### src/rtl/fetch_unit.sv
// Instruction fetch unit: one outstanding memory request, one instruction held for decode.
// Redirects flush the held instruction or drain an in-flight request before refetching.
module fetch_unit #(
  parameter int             n        = 16,
  parameter logic [n-1:0]   RESET_PC = '0
) (
  input  logic         clk,
  input  logic         reset,
  output logic         imem_req,
  output logic [n-1:0] imem_addr,
  input  logic         imem_ack,
  input  logic [n-1:0] imem_rdata,
  output logic [n-1:0] instr,
  output logic [2:0]   op,
  output logic [n-1:0] instr_pc,
  output logic         instr_valid,
  input  logic         instr_ready,
  input  logic         redirect,
  input  logic [n-1:0] redirect_pc
);

  typedef enum logic [1:0] {IDLE, FETCH, DRAIN, HOLD} state_t;

  state_t       state, state_n;
  logic [n-1:0] pc, pc_n;
  logic [n-1:0] redir_pc, redir_pc_n;
  logic [n-1:0] instr_n, instr_pc_n;

  always_ff @(posedge clk or posedge reset) begin
    if (reset) begin
      state    <= IDLE;
      pc       <= RESET_PC;
      redir_pc <= '0;
      instr    <= '0;
      instr_pc <= '0;
    end else begin
      state    <= state_n;
      pc       <= pc_n;
      redir_pc <= redir_pc_n;
      instr    <= instr_n;
      instr_pc <= instr_pc_n;
    end
  end

  always_comb begin
    state_n    = state;
    pc_n       = pc;
    redir_pc_n = redir_pc;
    instr_n    = instr;
    instr_pc_n = instr_pc;
    case (state)
      IDLE: state_n = FETCH;
      FETCH: begin
        if (redirect) begin
          if (imem_ack) begin
            pc_n = redirect_pc;
          end else begin
            redir_pc_n = redirect_pc;
            state_n    = DRAIN;
          end
        end else if (imem_ack) begin
          instr_n    = imem_rdata;
          instr_pc_n = pc;
          pc_n       = pc + n'(1);
          state_n    = HOLD;
        end
      end
      // The in-flight request must complete at its original address; its data is dropped.
      DRAIN: begin
        if (redirect) begin
          redir_pc_n = redirect_pc;
        end
        if (imem_ack) begin
          pc_n    = redirect ? redirect_pc : redir_pc;
          state_n = FETCH;
        end
      end
      HOLD: begin
        if (redirect) begin
          pc_n    = redirect_pc;
          state_n = FETCH;
        end else if (instr_ready) begin
          state_n = FETCH;
        end
      end
      default: state_n = IDLE;
    endcase
  end

  assign imem_req    = (state == FETCH) || (state == DRAIN);
  assign imem_addr   = imem_req ? pc : '0;
  assign instr_valid = (state == HOLD);
  assign op          = instr[n-1:n-3];

endmodule
### config.mk
export PLATFORM = sky130hd
export DESIGN_NAME = fetch_unit
export DESIGN_NICKNAME = d
export VERILOG_FILES = /design/src/rtl/fetch_unit.sv
export SDC_FILE = /design/constraint.sdc
export NUM_CORES = 1
export LEC_CHECK = 0
export CORE_MARGIN = 2
export CORE_UTILIZATION = 40
export DETAILED_ROUTE_END_ITERATION = 10
export HOLD_SLACK_MARGIN = 0.08
export MAX_ROUTING_LAYER = met4
export PLACE_DENSITY = 0.67
export SYNTH_ARGS = -nofsm -noshare
export SYNTH_HDL_FRONTEND = slang
export SYNTH_SLANG_ARGS = --single-unit
### constraint.sdc
create_clock -name clk -period 2.5 [get_ports clk]
set_clock_uncertainty 0.2 [all_clocks]
set_input_delay 0.375 -clock clk [delete_from_list [all_inputs] [get_ports clk]]
set_output_delay 0.375 -clock clk [all_outputs]
set_load 0.01 [all_outputs]
Word-level counts from Yosys, hierarchy flattened
Index checks and enable logic that the tools add are counted.
- input port bits: 37
- output and inout bits: 53
- word-level logic and storage cells: 44
- bits in registers: 66
- bitwise gates (word level): 1
- $add $sub $neg: 1
- mux-type cells: 18
- reductions and logical operators: 8
- equal/unequal tests: 11
- operators with widths (operator ; number):
    $mux 16 ; 9
    $pmux 16 s3 ; 1
    $pmux 16 s2 ; 1
    $add 16x1->16 const B ; 1
    $mux 2 ; 6
    $ne 2x2->1 const B ; 4
    $pmux 2 s4 ; 1
    $reduce_and 4->1 ; 2
    $ne 3x3->1 const B ; 2
    $reduce_and 3->1 ; 2
    $eq 2x2->1 const B ; 2
    $ne 3x1->1 const B ; 1
    $reduce_bool 3->1 ; 1
    $eq 2x1->1 const B ; 1
    $logic_not 2->1 ; 1
    $ne 2x1->1 const B ; 1
    $reduce_bool 2->1 ; 1
    $logic_or 1x1->1 ; 1
    $not 1->1 ; 1

Longest topological paths before layout
- word-level depth: 4
- depth in mapped cells: 8
- mapped depth without buffers: 7

Least setup slack after synthesis
Ideal clock, no wire load.
- path type: register to register
- from: reg state[0]
- to: reg pc[11]
- required time: 2.236 ns
- library setup time: 0.064 ns
- slack: 0.335 ns
- arrival time: 1.901 ns
- buffers on the path: 1
- period minus slack after synthesis: 2.165 ns
- cell stages (with the launch flop): 7
- path through: dfrtp_1 > ha_1 > or3_1 > buf_2 > or4_1 > a21oi_1 > a21o_1
- longest elaborated chain between the ends: 3
- elaborated cells on any way between the ends: 9
- those cells by class: eq/ne (6); mux (1); reduce/logical (2)
- ends and longest elaborated chain (element ; RTL line ; RTL):
    start, declared ; 24 ; state_t state, state_n;
    start signal, assigned ; 37 ; state <= state_n;
    $eq 2x2->1 * ; n/a ;
    net instr_valid ; 16 ; output logic instr_valid,
    $ne 2x1->1 (no line) or $reduce_bool 3->1 (tied branches) ; n/a ;
    $reduce_and 4->1 (no line) ; n/a ;
    end signal, assigned ; 38 ; pc <= pc_n;
    end, declared ; 25 ; logic [n-1:0] pc, pc_n;
The timed path passes the listed nets; every way through them passes the cells marked *.
A chain may end at the register's enable or synchronous reset.

Final worst setup path
- from: reg state[0]
- to: reg pc[14]
- longest elaborated chain between the ends: 3
- elaborated cells on any way between the ends: 9
- those cells by class: eq/ne (6); mux (1); reduce/logical (2)
- ends and longest elaborated chain (element ; RTL line ; RTL):
    $eq 2x2->1 or $eq 2x1->1 (tied branches) ; 51 ; case (state)
    $ne 2x1->1 (no line), or another cell as far along ; n/a ;
    $reduce_and 4->1 (no line) ; n/a ;
Several ways; a longest one is shown, not always the timed one.

==> metrics.csv <==
metric,value,unit
tns,0,ns
synthCells,307,
netlist-cell-type-count,50,
crit_type,reg2reg,
die_h,96.3,um
gp_congestion,0.981,
drc,0,
synth_edf_count,0,
path_clk_slew,0.07,ns
synthFlopType,dfrtp_1,
hpwl,6220,um
grt_antenna_before_repair,0,
final-max-slew-violation-count,0,
synth_common_cells,"dfrtp_1, mux2_2, o21ai_0, nand2_1, and2_1",
ys_seq_elements,66,
io_buffers,89,
antenna-diode-count,0,
yosys.area.top_type,dfrtp_1,
power.leakage,2.16,nW
final_nets,452,
post-place-ws,0.142,ns
cts_tree,built,
crit_fanout,5,
firstDrtPassIters,5,
worstMarginPinSlew,0.486,ns
hp-class,in2async,
synth_warnings,0,
hold_viol_final,0,
r2r_slack,0.06,ns
row_count,33,
wl,8910,um
n_fill_cell,703,
required,2.59,ns
clkSinkCount,66,
vias,2892,
end_kind,flip-flop,
p_per_area,1380,nW/um^2
cts_root_buf,clkbuf_8,
grt_use_total,21.2,%
drt-vias-per-instance,5.57,
rsz0062_at_grt,no,
grt_start_max_net_pins,67,
syn_area,3410,um^2
yosys.cell_count.top_type,dfrtp_1,
crit_arrival,2.53,ns
slew-limit-headroom,67.5,%
clockBufferDepth,2,
htree_levels,3,
irDropWorstVdd,789,uV
setup-violations-final,0,
worst_slack,0.0595,ns
first_iter_violations,193,
synth_top_cell_area_share,48.5,%
finalCriticalPeriod,2.44,ns
worst-r2r-cell-count,7,
fin_crit_sh,97.6,%
first_global_vias,2797,
synth_area_leaders,"dfrtp_1, mux2_2, o21ai_0, and2_1, nand2_1",
grt-ovfl-total,0,
cts_buffers,9,
grt_first_pass_wirelength,14200,um
maxCapViolCount,0,
clk_latency,0.35,ns
fmax,410,MHz
die_w,96.3,um
ant_nets,0,
syn_nets,349,
core_region_area,8220,um^2
area_growth,40.7,%
hold_buffers,0,
drive_gt1_share,22.5,%
ys_seq_area_share,48.5,%
status,finished clean,
wl_per_cell,17.2,um
startpoint_type,flip-flop,
die_area,9270,um^2
io_pins,90,
start_util,41.4,%
syn_avg_cell_area,11.1,um^2
synthArstFlopShare,100,%
[routing by layer]
metal	GRT usage, %	up-vias	wire length [um]
met1	28.5	1397	3900
met2	30.9	150	3950
met3	3.68	21	857
met5	-	-	0
li1	-	1324	-
met4	10.2	0	203
[power by group]
part           switching, mW  internal [mW]
registers              0.450           1.62
logic                   1.57           1.97
clock network          0.414          0.585
[sequential cells by signal, indices dropped and copies added, names as in the netlist]
register	count
state	2
pc	16
instr	16
instr_pc	16
redir_pc	16
[layout make-up]
type,instances,area [um^2],share of cell area (%)
clock inverters,4,76.3,1.59
well taps,105,131,2.74
clock buffers,11,141,2.95
repair buffers,113,1130,23.6
flip-flops and latches,66,1650,34.5
multi-input cells,214,1640,34.2
inverters,6,22.5,0.470
[what timing repair did]
item / 4_1_cts / 5_1_grt
pin swaps: 0 / 0
gates cloned: 1 / 0
resized for setup: 6 / 14
setup buffers: 2 / 0
setup endpoints to repair: 16 / 14
[worst max-delay path: stages, from the launching register on]
cell and delay [ns]:
dfrtp_1 0.39, buf_4 0.15, ha_1 0.25, or2_1 0.28
nor3_2 0.38, nand2_1 0.18, nor4_1 0.38, a211o_1 0.17
[final timing paths]
check / start / end
min in group clk: instr[6]$_DFFE_PP0P_ / instr[6]$_DFFE_PP0P_
hold / removal: reset / instr[12]$_DFFE_PP0P_
setup reg to reg: state[0]$_DFFE_PP0P_ / pc[14]$_DFFE_PP0P_
setup / recovery: state[0]$_DFFE_PP0P_ / pc[14]$_DFFE_PP0P_
max in group asynchronous: reset / pc[11]$_DFFE_PP0P_
hold reg to reg: instr[6]$_DFFE_PP0P_ / instr[6]$_DFFE_PP0P_
[through the flow]
step	std cells	total power [mW]	util, %	area [um^2]	hold WS [ns]
floorplan	307	3.88	-	3410	0.274
global placement	501	5.47	54.8	4500	0.287
detailed placement	501	5.56	54.8	4500	0.292
CTS	519	6.69	57.9	4760	0.214
global route	519	7.08	58.3	4790	0.227
finish	519	6.61	58.3	4790	0.197
[logic make-up after synthesis]
kind of cell	after synthesis	share of synthesized area (%)
AO/OA/AOI/OAI	75	14.9
adder cells (fa/ha/maj)	5	1.84
multiplexers	53	17.4
flip-flops	66	48.5
XOR/XNOR	6	1.54
AND/OR/NAND/NOR	75	12.0
buffers and inverters	27	3.82
[layout by cell type, fill, tap and decap left out, drive strengths merged, types with 10 or more instances in the layout]
master | Yosys | routed
dlymetal6s2s | 0 | 14
o21ai | 22 | 22
nor2 | 10 | 10
a21oi | 10 | 10
dfrtp | 66 | 66
and2 | 16 | 16
nand2 | 20 | 20
clkbuf | 9 | 11
mux2 | 50 | 50
clkdlybuf4s50 | 0 | 73
buf | 12 | 24
Power figures use the tool's default switching activity.
